===== src/rtl/fetch_queue_unit_pkg.sv =====
// fetch_queue_unit_pkg
//   Shared definitions for the fetch queue unit, its prefetch FIFO and the bench.
//   - NOP_INSTR       : instruction word placed in IF/ID when it holds no instruction
//   - PC_INC_DEFAULT  : default byte increment between sequential instructions
//   - PC_FIELD_W /
//     INSTR_FIELD_W   : default widths of the two fields of a queue entry
//   - entry_width()   : width of one queue entry {pc, instr}
package fetch_queue_unit_pkg;

   localparam int unsigned NOP_INSTR      = 0;
   localparam int unsigned PC_INC_DEFAULT = 4;
   localparam int unsigned PC_FIELD_W     = 32;
   localparam int unsigned INSTR_FIELD_W  = 32;

   function automatic int unsigned entry_width(input int unsigned pc_w,
                                               input int unsigned instr_w);
      return pc_w + instr_w;
   endfunction

endpackage


===== src/rtl/fetch_queue_unit_queue.sv =====
// fetch_queue
//   Synchronous FIFO with circular read/write pointers and an occupancy count.
//   Push and pop in the same cycle are accepted even when full; pop while
//   empty is ignored. i_clear empties the FIFO and overrides push/pop.
// Ports:
//   i_clk, i_rst_n : clock (rising edge), asynchronous active-low reset
//   i_clear        : drop all entries at the next edge
//   i_push, i_data : write one entry
//   i_pop          : remove the head entry
//   o_data         : head entry (meaningful only when !o_empty)
//   o_empty        : no entries stored
//   o_count        : number of entries stored (0..DEPTH)
module fetch_queue
   import fetch_queue_unit_pkg::*;
#(
   parameter int unsigned WIDTH = entry_width(PC_FIELD_W, INSTR_FIELD_W),
   parameter int unsigned DEPTH = 4
)(
   input  logic                       i_clk,
   input  logic                       i_rst_n,
   input  logic                       i_clear,
   input  logic                       i_push,
   input  logic [WIDTH-1:0]           i_data,
   input  logic                       i_pop,
   output logic [WIDTH-1:0]           o_data,
   output logic                       o_empty,
   output logic [$clog2(DEPTH):0]     o_count
);

   localparam int unsigned PTR_W = $clog2(DEPTH);
   localparam int unsigned CNT_W = PTR_W + 1;
   localparam logic [CNT_W-1:0] FULL_CNT = CNT_W'(DEPTH);

   logic [WIDTH-1:0] mem_q [DEPTH];
   logic [PTR_W-1:0] wr_ptr_q, wr_ptr_d;
   logic [PTR_W-1:0] rd_ptr_q, rd_ptr_d;
   logic [CNT_W-1:0] count_q,  count_d;
   logic             do_push, do_pop;

   always_comb begin
      do_pop  = i_pop & (count_q != '0);
      // a full FIFO still accepts a push when the head leaves in the same cycle
      do_push = i_push & ((count_q != FULL_CNT) | do_pop);
      wr_ptr_d = wr_ptr_q;
      rd_ptr_d = rd_ptr_q;
      count_d  = count_q;
      if (i_clear) begin
         wr_ptr_d = '0;
         rd_ptr_d = '0;
         count_d  = '0;
      end else begin
         if (do_push) wr_ptr_d = wr_ptr_q + 1'b1;
         if (do_pop)  rd_ptr_d = rd_ptr_q + 1'b1;
         count_d = count_q + CNT_W'(do_push) - CNT_W'(do_pop);
      end
   end

   always_ff @(posedge i_clk or negedge i_rst_n) begin
      if (!i_rst_n) begin
         wr_ptr_q <= '0;
         rd_ptr_q <= '0;
         count_q  <= '0;
      end else begin
         wr_ptr_q <= wr_ptr_d;
         rd_ptr_q <= rd_ptr_d;
         count_q  <= count_d;
      end
   end

   // storage needs no reset: nothing is read until count says it was written
   always_ff @(posedge i_clk) begin
      if (do_push && !i_clear) mem_q[wr_ptr_q] <= i_data;
   end

   assign o_data  = mem_q[rd_ptr_q];
   assign o_empty = (count_q == '0);
   assign o_count = count_q;

endmodule


===== src/rtl/fetch_queue_unit.sv =====
// fetch_queue_unit
//   Fetch stage that decouples PC generation from a variable-latency,
//   in-order instruction memory. Requests are credit-limited so that queued
//   plus outstanding instructions never exceed QUEUE_DEPTH; responses still
//   in flight when a redirect occurs are counted and discarded on arrival.
// Ports:
//   i_clk, i_rst_n            : clock (rising edge), asynchronous active-low reset
//   i_brq_addr, i_ctr_beq     : branch target / branch taken (redirect)
//   i_jmp_addr, i_ctr_jmp     : jump target / jump (redirect, wins over branch)
//   i_ctr_flush               : invalidate the IF/ID register
//   i_pc_we                   : 0 freezes the PC and blocks new requests
//   i_if_id_we                : 0 holds the IF/ID register
//   o_imem_req, o_imem_addr   : memory request valid / address
//   i_imem_valid, i_imem_instr: memory response valid / data (always accepted)
//   o_if_id_pc/instr/valid    : IF/ID register (pc is instruction address + PC_INC)
//   o_queue_count             : entries held in the prefetch queue
module fetch_queue_unit
   import fetch_queue_unit_pkg::*;
#(
   parameter int unsigned         NB_BITS     = PC_FIELD_W,
   parameter int unsigned         QUEUE_DEPTH = 4,
   parameter logic [NB_BITS-1:0]  RESET_PC    = '0,
   parameter int unsigned         PC_INC      = PC_INC_DEFAULT
)(
   input  logic                          i_clk,
   input  logic                          i_rst_n,
   input  logic [NB_BITS-1:0]            i_brq_addr,
   input  logic [NB_BITS-1:0]            i_jmp_addr,
   input  logic                          i_ctr_beq,
   input  logic                          i_ctr_jmp,
   input  logic                          i_ctr_flush,
   input  logic                          i_pc_we,
   input  logic                          i_if_id_we,
   output logic                          o_imem_req,
   output logic [NB_BITS-1:0]            o_imem_addr,
   input  logic                          i_imem_valid,
   input  logic [NB_BITS-1:0]            i_imem_instr,
   output logic [NB_BITS-1:0]            o_if_id_pc,
   output logic [NB_BITS-1:0]            o_if_id_instr,
   output logic                          o_if_id_valid,
   output logic [$clog2(QUEUE_DEPTH):0]  o_queue_count
);

   localparam int unsigned CNT_W   = $clog2(QUEUE_DEPTH) + 1;
   localparam int unsigned ENTRY_W = entry_width(NB_BITS, NB_BITS);
   localparam logic [NB_BITS-1:0] INC     = NB_BITS'(PC_INC);
   localparam logic [NB_BITS-1:0] NOP     = NB_BITS'(NOP_INSTR);
   localparam logic [CNT_W:0]     DEPTH_C = (CNT_W + 1)'(QUEUE_DEPTH);

   logic [NB_BITS-1:0] pc_q,       pc_d;
   logic [NB_BITS-1:0] resp_pc_q,  resp_pc_d;
   logic [CNT_W-1:0]   inflight_q, inflight_d;
   logic [CNT_W-1:0]   drop_q,     drop_d;
   logic [NB_BITS-1:0] id_pc_q,    id_pc_d;
   logic [NB_BITS-1:0] id_instr_q, id_instr_d;
   logic               id_valid_q, id_valid_d;

   logic               redirect;
   logic [NB_BITS-1:0] target;
   logic               issue;
   logic               push, pop;
   logic [CNT_W-1:0]   q_count;
   logic               q_empty;
   logic [ENTRY_W-1:0] q_head;
   logic [NB_BITS-1:0] head_pc, head_instr;

   always_comb begin
      redirect = i_ctr_jmp | i_ctr_beq;
      target   = i_ctr_jmp ? i_jmp_addr : i_brq_addr;
      // requests stay quiet while reset is held, even with i_pc_we high
      issue    = i_rst_n & i_pc_we & ~redirect &
                 (({1'b0, q_count} + {1'b0, inflight_q}) < DEPTH_C);
      push     = i_imem_valid & ~redirect & (drop_q == '0);
      pop      = ~i_ctr_flush & i_if_id_we & ~q_empty;
      head_pc    = q_head[ENTRY_W-1 -: NB_BITS];
      head_instr = q_head[NB_BITS-1:0];
   end

   always_comb begin
      pc_d       = pc_q;
      resp_pc_d  = resp_pc_q;
      drop_d     = drop_q;
      inflight_d = inflight_q + CNT_W'(issue) - CNT_W'(i_imem_valid);
      if (redirect) begin
         pc_d      = target;
         resp_pc_d = target;
         // every request still outstanding after this edge is stale
         drop_d    = inflight_q - CNT_W'(i_imem_valid);
      end else begin
         if (issue) pc_d = pc_q + INC;
         if (push)  resp_pc_d = resp_pc_q + INC;
         if (i_imem_valid && drop_q != '0) drop_d = drop_q - 1'b1;
      end
   end

   always_comb begin
      id_pc_d    = id_pc_q;
      id_instr_d = id_instr_q;
      id_valid_d = id_valid_q;
      if (i_ctr_flush) begin
         id_instr_d = NOP;
         id_valid_d = 1'b0;
      end else if (i_if_id_we) begin
         if (!q_empty) begin
            id_pc_d    = head_pc + INC;
            id_instr_d = head_instr;
            id_valid_d = 1'b1;
         end else begin
            id_instr_d = NOP;
            id_valid_d = 1'b0;
         end
      end
   end

   always_ff @(posedge i_clk or negedge i_rst_n) begin
      if (!i_rst_n) begin
         pc_q       <= RESET_PC;
         resp_pc_q  <= RESET_PC;
         inflight_q <= '0;
         drop_q     <= '0;
         id_pc_q    <= '0;
         id_instr_q <= NOP;
         id_valid_q <= 1'b0;
      end else begin
         pc_q       <= pc_d;
         resp_pc_q  <= resp_pc_d;
         inflight_q <= inflight_d;
         drop_q     <= drop_d;
         id_pc_q    <= id_pc_d;
         id_instr_q <= id_instr_d;
         id_valid_q <= id_valid_d;
      end
   end

   fetch_queue #(
      .WIDTH (ENTRY_W),
      .DEPTH (QUEUE_DEPTH)
   ) u_queue (
      .i_clk   (i_clk),
      .i_rst_n (i_rst_n),
      .i_clear (redirect),
      .i_push  (push),
      .i_data  ({resp_pc_q, i_imem_instr}),
      .i_pop   (pop),
      .o_data  (q_head),
      .o_empty (q_empty),
      .o_count (q_count)
   );

   assign o_imem_req    = issue;
   assign o_imem_addr   = pc_q;
   assign o_if_id_pc    = id_pc_q;
   assign o_if_id_instr = id_instr_q;
   assign o_if_id_valid = id_valid_q;
   assign o_queue_count = q_count;

endmodule


===== config.mk =====
export PLATFORM = sky130hd
export DESIGN_NAME = fetch_queue_unit
export DESIGN_NICKNAME = d
export VERILOG_FILES = /design/src/rtl/fetch_queue_unit_pkg.sv /design/src/rtl/fetch_queue_unit_queue.sv /design/src/rtl/fetch_queue_unit.sv
export SDC_FILE = /design/constraint.sdc
export NUM_CORES = 1
export LEC_CHECK = 0
export ABC_AREA = 1
export CORE_ASPECT_RATIO = 1.5
export CORE_MARGIN = 3
export CORE_UTILIZATION = 25
export CTS_BUF_LIST = sky130_fd_sc_hd__clkbuf_4 sky130_fd_sc_hd__clkbuf_8 sky130_fd_sc_hd__clkbuf_16
export DETAILED_ROUTE_END_ITERATION = 6
export PLACE_DENSITY_LB_ADDON = 0.12
export SETUP_SLACK_MARGIN = 0.1
export SLEW_MARGIN = 20
export SYNTH_ARGS = -nofsm -noshare
export SYNTH_HDL_FRONTEND = slang
export SYNTH_SLANG_ARGS = --single-unit

===== constraint.sdc =====
create_clock -name i_clk -period 6.7 [get_ports i_clk]
set_clock_uncertainty 0.15 [all_clocks]
set_input_delay 1.34 -clock i_clk [delete_from_list [all_inputs] [get_ports i_clk]]
set_output_delay 1.34 -clock i_clk [all_outputs]
set_load 0.005 [all_outputs]

==> metrics.yaml, run 1 <==
async_reset_ff_frac: 0.354
grt_pass1_wl_um: 87500
period_minus_slack_ps: 4820
hold_depth: 2
cts_made_buffers: 44
setup_tns_ps: 0
synth_top_cell_area_share: 0.411
grt_usage: 0.145
drive_gt1_frac: 0.0589
path_clk_slew_ps: 60
synth_warnings: 0
syn_to_final_growth_pct: 23.9
r2r-start: "u_queue.rd_ptr_q[0]"
r2r-end: "o_if_id_pc[24]"
irDropWorstVdd_mv: 0.138
io_buffers: 204
clkPwrFrac: 0.378
ys.flop_type: "edfxtp_1"
dp_hpwl_um: 37700
criticalPathCategory: "in -> out"
synthesis.area_um2: 18700
hold_buffers: 0
cp_common_cell: "clkdlybuf4s50_1"
p_seq_frac: 0.485
outcome: "finished clean"
final_nets: 2346
start_util: 0.253
holdPathEnd: "o_if_id_pc[18]"
cts_tree: "done"
hold_violations: 0
drt-total-wl_um: 57200
syn_area_per_cell_um2: 9.14
first_iter_violations: 596
first_global_vias: 14371
p_leak_nw: 9.08
fp.dieH_um: 341
relSlewSlack: 0.192
core_um2: 73900
overflow: 0
grt_max_degree: 96
crit_family: "buffers and inverters"
power_frac_comb: 0.137
route.detailed.drc: 0
grt_antenna_before_repair: 0
postCtsResizedCells: 0
setup_viol: 0
cts_root_buf: "clkbuf_16"
path_buf_inv: 4
reg2reg_depth: 13
final_common_cell: "nand2_1"
synth.yosys.seq_area_share: 0.599
ant_nets: 0
viasPerCell: 4.40
cp-start-kind: "input port"
rows: 122
period_share: 0.719
dieArea_um2: 78100
routedWlPerCell_um: 17.6
syn-num-nets: 2167
diodes: 0
worstHoldPathType: "reg -> reg"
endpoint_kind: "primary output"
switching_share: 0.268
synth.area.top_cells: "edfxtp_1, dfrtp_1, nand2_1"
tightest_slew_ps: 1200
cap_violations: 0
fmax_mhz: 208
cp_slowest_cell: "clkdlybuf4s50_1"
synth.distinct_cells: 41
synth_edf_count: 256
syn-instance-count: 2044
cts_sinks: 396
slew_violations: 0
p_switching_mw: 1.69
rsz0062_at_grt: "false"
insertion_delay_ps: 570
post-cts-setup-buffers: 0
layout_common_cells: "nand2_1, nor2_1, edfxtp_1"
max_stage_delay_ps: 530
worstHoldStart: "o_if_id_pc[18]"
p_per_area_nw_per_um2: 272
path_cells: "clkdlybuf4s50_1 -> buf_4 -> nor2_4 -> nand3_1 -> nor2_1 -> nand2_1 -> inv_1 -> clkdlybuf4s50_1"
dr.pass1.iters: 7
p_int_mw: 4.62
htree_levels: 2
cts_buffer_depth: 3
io_pins: 205
r2r_setup_slack_ps: 3030
fin_util: 0.313
dr_total_vias: 14284
die_w_um: 229
synth_seq_cells: 396
cp.arrival_ps: 3330
crit_path_max_fanout: 10
synth_top_cell_by_area: "edfxtp_1"
place_congestion: 0.876
critPathRequiredTime_ps: 5210
==> power groups by stage <==
stage	clock (mW)	sequential (mW)	combinational (mW)
after global routing	2.57	3.09	0.976
after floorplan	0	3.02	0.390
final	2.38	3.06	0.865
after CTS	2.48	3.06	0.883
after global placement	0	3.11	0.867
after detailed placement	0	3.11	0.879
==> synth_stat cells, types with 17 or more instances <==
cell type	number
nand2_1	533
nor2_1	290
edfxtp_1	256
inv_1	184
o21ai_0	167
dfrtp_1	140
nand3_1	106
a21oi_1	50
clkbuf_1	40
o22ai_1	33
a31oi_1	29
nor3_1	23
buf_2	20
nand4_1	19
xor2_1	19
ha_1	17
==> how the worst max path moves through the flow <==
stage,cells after the start,from,slack (ps),to
final,8,i_ctr_beq,1880,o_imem_req
after global placement,8,i_ctr_flush,1660,u_queue.mem_q[0][60]
after detailed placement,8,i_ctr_flush,1600,u_queue.mem_q[2][61]
after CTS,8,i_ctr_beq,1810,o_imem_req
after floorplan,6,i_ctr_flush,1260,u_queue.mem_q[0][0]
after global routing,8,i_ctr_beq,1750,o_imem_req
==> cells by family after synthesis <==
| logic type | Yosys count | synth area share |
|---|---|---|
| flip-flops | 396 | 0.599 |
| AND/OR/NAND/NOR | 1009 | 0.220 |
| buffers and inverters | 279 | 0.0628 |
| AO/OA/AOI/OAI | 311 | 0.0904 |
| adder cells (fa/ha/maj) | 19 | 0.0135 |
| XOR/XNOR | 30 | 0.0141 |
==> worst reg2reg max path, cell delays in order (launching register included) <==
cell	delay, ps
dfrtp_4	730
buf_4	900
nor2_1	170
nor2_1	120
o21ai_0	90
nand2_1	150
ha_1	220
nand2_2	90
nor2_2	180
nand2_1	160
nor2_1	300
nand3_1	120
nand3_1	110
nand2_1	60
==> cell type report <==
cell class              instances  area (um^2)
fillers                      7774        50700
flip-flops and latches        396        11200
inverters                     189          713
well taps                     992         1240
repair buffers                223         2240
multi-input cells            1369         6350
clock inverters                28          213
clock buffers                  53         1200
==> metrics by stage <==
stage	hold WS (ps)	std cells	cell area [um^2]	power [mW]	setup slack (ps)
finish	334	3250	23100	6.30	1880
global route	365	3250	23100	6.63	1750
CTS	338	3250	23100	6.43	1810
detailed placement	322	3169	21700	3.99	1600
global placement	321	3169	21700	3.98	1660
floorplan	322	2044	18700	3.41	1260
==> registers in the layout (all words and copies together), names as in the netlist <==
name	flops
u_queue.mem_q	256
o_if_id_instr	32
o_if_id_pc	32
o_imem_addr	31
resp_pc_q	31
drop_q	3
inflight_q	3
u_queue.o_count	3
u_queue.rd_ptr_q	2
u_queue.wr_ptr_q	2
o_if_id_valid	1
==> routing by layer <==
layer | vias to the layer above | part of all wire | track usage
met5 | - | 0 | 0
met4 | 0 | 0.024 | 0.0417
met3 | 73 | 0.040 | 0.0237
met2 | 317 | 0.50 | 0.258
met1 | 6739 | 0.43 | 0.179
li1 | 7155 | - | -
No activity file was read; power rests on OpenSTA's default activity.
==> run 2, diff against run 1 <==
- clock period: 6.7 -> 4.4 ns (I/O delays scaled with it)
==> run 2 against run 1 <==
Via count rose by 1.2%; sequential share of layout area fell by 0.47 points; non-clock buffer count grew 15; global-route usage grew 0.31 points; highest routed layer unchanged; largest cell class unchanged; count of clock-buffer cells in the layout increased by 7; core utilization up 0.31 points.
==> metrics.yaml, run 2 (synthesis results as in run 1) <==
outcome: "finished clean"
clkPwrFrac: 0.393  # +0.015
p_per_area_nw_per_um2: 420  # +54%
dp_hpwl_um: 39700  # +5.2%
switching_share: 0.259  # -0.00854
place_congestion: 0.884  # +0.95%
setup_tns_ps: 0  # unchanged
fp.dieH_um: 341  # unchanged
dpl_cell_area_um2: 21900  # +0.54%
io_buffers: 204  # unchanged
r2r-start: "u_queue.rd_ptr_q[0]"
route.detailed.drc: 0  # unchanged
largest_register_ffs: 256  # unchanged
dr.pass1.iters: 5  # -2
endpoint_kind: "primary output"
rsz0062_at_grt: "false"
cts_sinks: 396  # unchanged
grt_usage: 0.148  # +0.00307
cts_buffer_depth: 3  # unchanged
path_clk_slew_ps: 60  # about the same
p_switching_mw: 2.55  # +51%
first_global_vias: 14885  # +3.6%
post-cts-setup-buffers: 0  # unchanged
regMostFlops: "u_queue.mem_q"
finalInstanceArea_um2: 23400  # +0.98%
syn_to_final_growth_pct: 25.1
p_leak_nw: 9.20  # +1.4%
final_nets: 2360  # +0.60%
p_int_mw: 7.28  # +58%
reg2reg_depth: 13  # unchanged
worstHoldPathType: "reg -> reg"
tightest_slew_ps: 907  # -294 ps
hold_violations: 0  # unchanged
slew_violations: 0  # unchanged
irDropWorstVdd_mv: 0.233  # +69%
grt_pass1_wl_um: 89700  # +2.5%
core_um2: 73900  # unchanged
cts_made_buffers: 43  # -2.3%
cp-start-kind: "input port"
critPathCapture: "o_imem_req"
critical_path.startpoint: "i_ctr_beq"
dieArea_um2: 78100  # unchanged
layout_common_cells: "nand2_1, nor2_1, edfxtp_1"
io_pins: 205  # unchanged
rows: 122  # unchanged
diodes: 0  # unchanged
die_w_um: 229  # unchanged
routedWlPerCell_um: 17.7  # +0.65%
final_common_cell: "nand2_1"
relSlewSlack: 0.390  # +0.198
critPathRequiredTime_ps: 3370  # -1840 ps
htree_levels: 2  # unchanged
grt_antenna_before_repair: 0  # unchanged
setup_viol: 0  # unchanged
cts_root_buf: "clkbuf_16"
start_util: 0.253  # unchanged
drive_gt1_frac: 0.0673  # +0.00844
period_minus_slack_ps: 3770
r2r-end: "o_if_id_pc[24]"
criticalPathCategory: "in -> out"
drt-total-wl_um: 57800  # +1.1%
viasPerCell: 4.43  # +0.78%
overflow: 0  # unchanged
r2r_setup_slack_ps: 1290  # -1740 ps
crit_path_max_fanout: 5  # -5
insertion_delay_ps: 570  # about the same
first_iter_violations: 601  # +0.84%
power_frac_comb: 0.135  # -0.002
fmax_mhz: 265
cap_violations: 0  # unchanged
ant_nets: 0  # unchanged
cts_tree: "done"
period_share: 0.857
cp.arrival_ps: 2740  # -590 ps
p_seq_frac: 0.472  # -0.013
grt_max_degree: 71  # -26%
fin_util: 0.316  # +0.00307
dr_total_vias: 14457  # +1.2%
==> run 2: repair_timing <==
| item | 4_1_cts | 5_1_grt |
|---|---|---|
| hold endpoints to repair | 10 | 0 |
| resized for setup | 0 | 0 |
| hold buffers | 1 | 0 |
==> run 2: final cells by class <==
type / count / area [um^2]
sequential: 396 / 11200
clock inverter: 20 / 248
inverter: 189 / 712
fill: 7729 / 50500
timing repair buffer: 238 / 2360
multi-input combinational: 1369 / 6350
clock buffer: 60 / 1260
tap: 992 / 1240
==> run 2: power groups by stage <==
stage	logic [mW]	registers, mW	clock network (mW)
floorplan	0.593	4.60	0
CTS	1.36	4.65	4.00
detailed placement	1.35	4.72	0
finish	1.33	4.64	3.86
global placement	1.33	4.72	0
global route	1.50	4.69	4.13
==> run 2: worst max-delay path, stage by stage <==
cell	delay (ps)
clkdlybuf4s50_1	640
nor2_4	310
nand3_1	100
nor2_1	120
nand2_1	90
inv_1	90
clkdlybuf4s50_1	510
==> run 2: metal layers <==
metal	wire [um]	part of all wire	vias to the layer above	GRT usage
li1	-	-	7177	-
met1	24700	0.43	6845	0.181
met2	29000	0.50	350	0.262
met3	2380	0.041	85	0.0233
met4	1740	0.030	0	0.0514
met5	0	0	-	0
==> run 2: metrics by stage <==
stage / hold WS [ps] / setup WS [ps] / instances / power [mW]
2_1_floorplan: 322 / -575 / 2044 / 5.19
3_3_place_gp: 322 / 538 / 3183 / 6.05
3_5_place_dp: 319 / 522 / 3183 / 6.07
4_1_cts: 336 / 573 / 3264 / 10.0
5_1_grt: 359 / 484 / 3264 / 10.3
6_report: 329 / 627 / 3264 / 9.82
==> run 2: how the worst min path moves through the flow <==
stage	start	to	slack, ps	cells after the start
finish	o_if_id_pc[29]	o_if_id_pc[29]	330	2
CTS	o_if_id_pc[29]	o_if_id_pc[29]	340	2
global placement	o_if_id_pc[31]	o_if_id_pc[31]	320	2
floorplan	o_if_id_pc[3]	o_if_id_pc[3]	320	2
detailed placement	o_if_id_pc[29]	o_if_id_pc[29]	320	2
global route	o_if_id_pc[23]	o_if_id_pc[23]	360	2
==> run 3, diff against run 2 <==
- GPL_ROUTABILITY_DRIVEN: unset -> 1
==> results of run 3 <==
The final DEF is identical to that of run 2; final timing and power are the same.
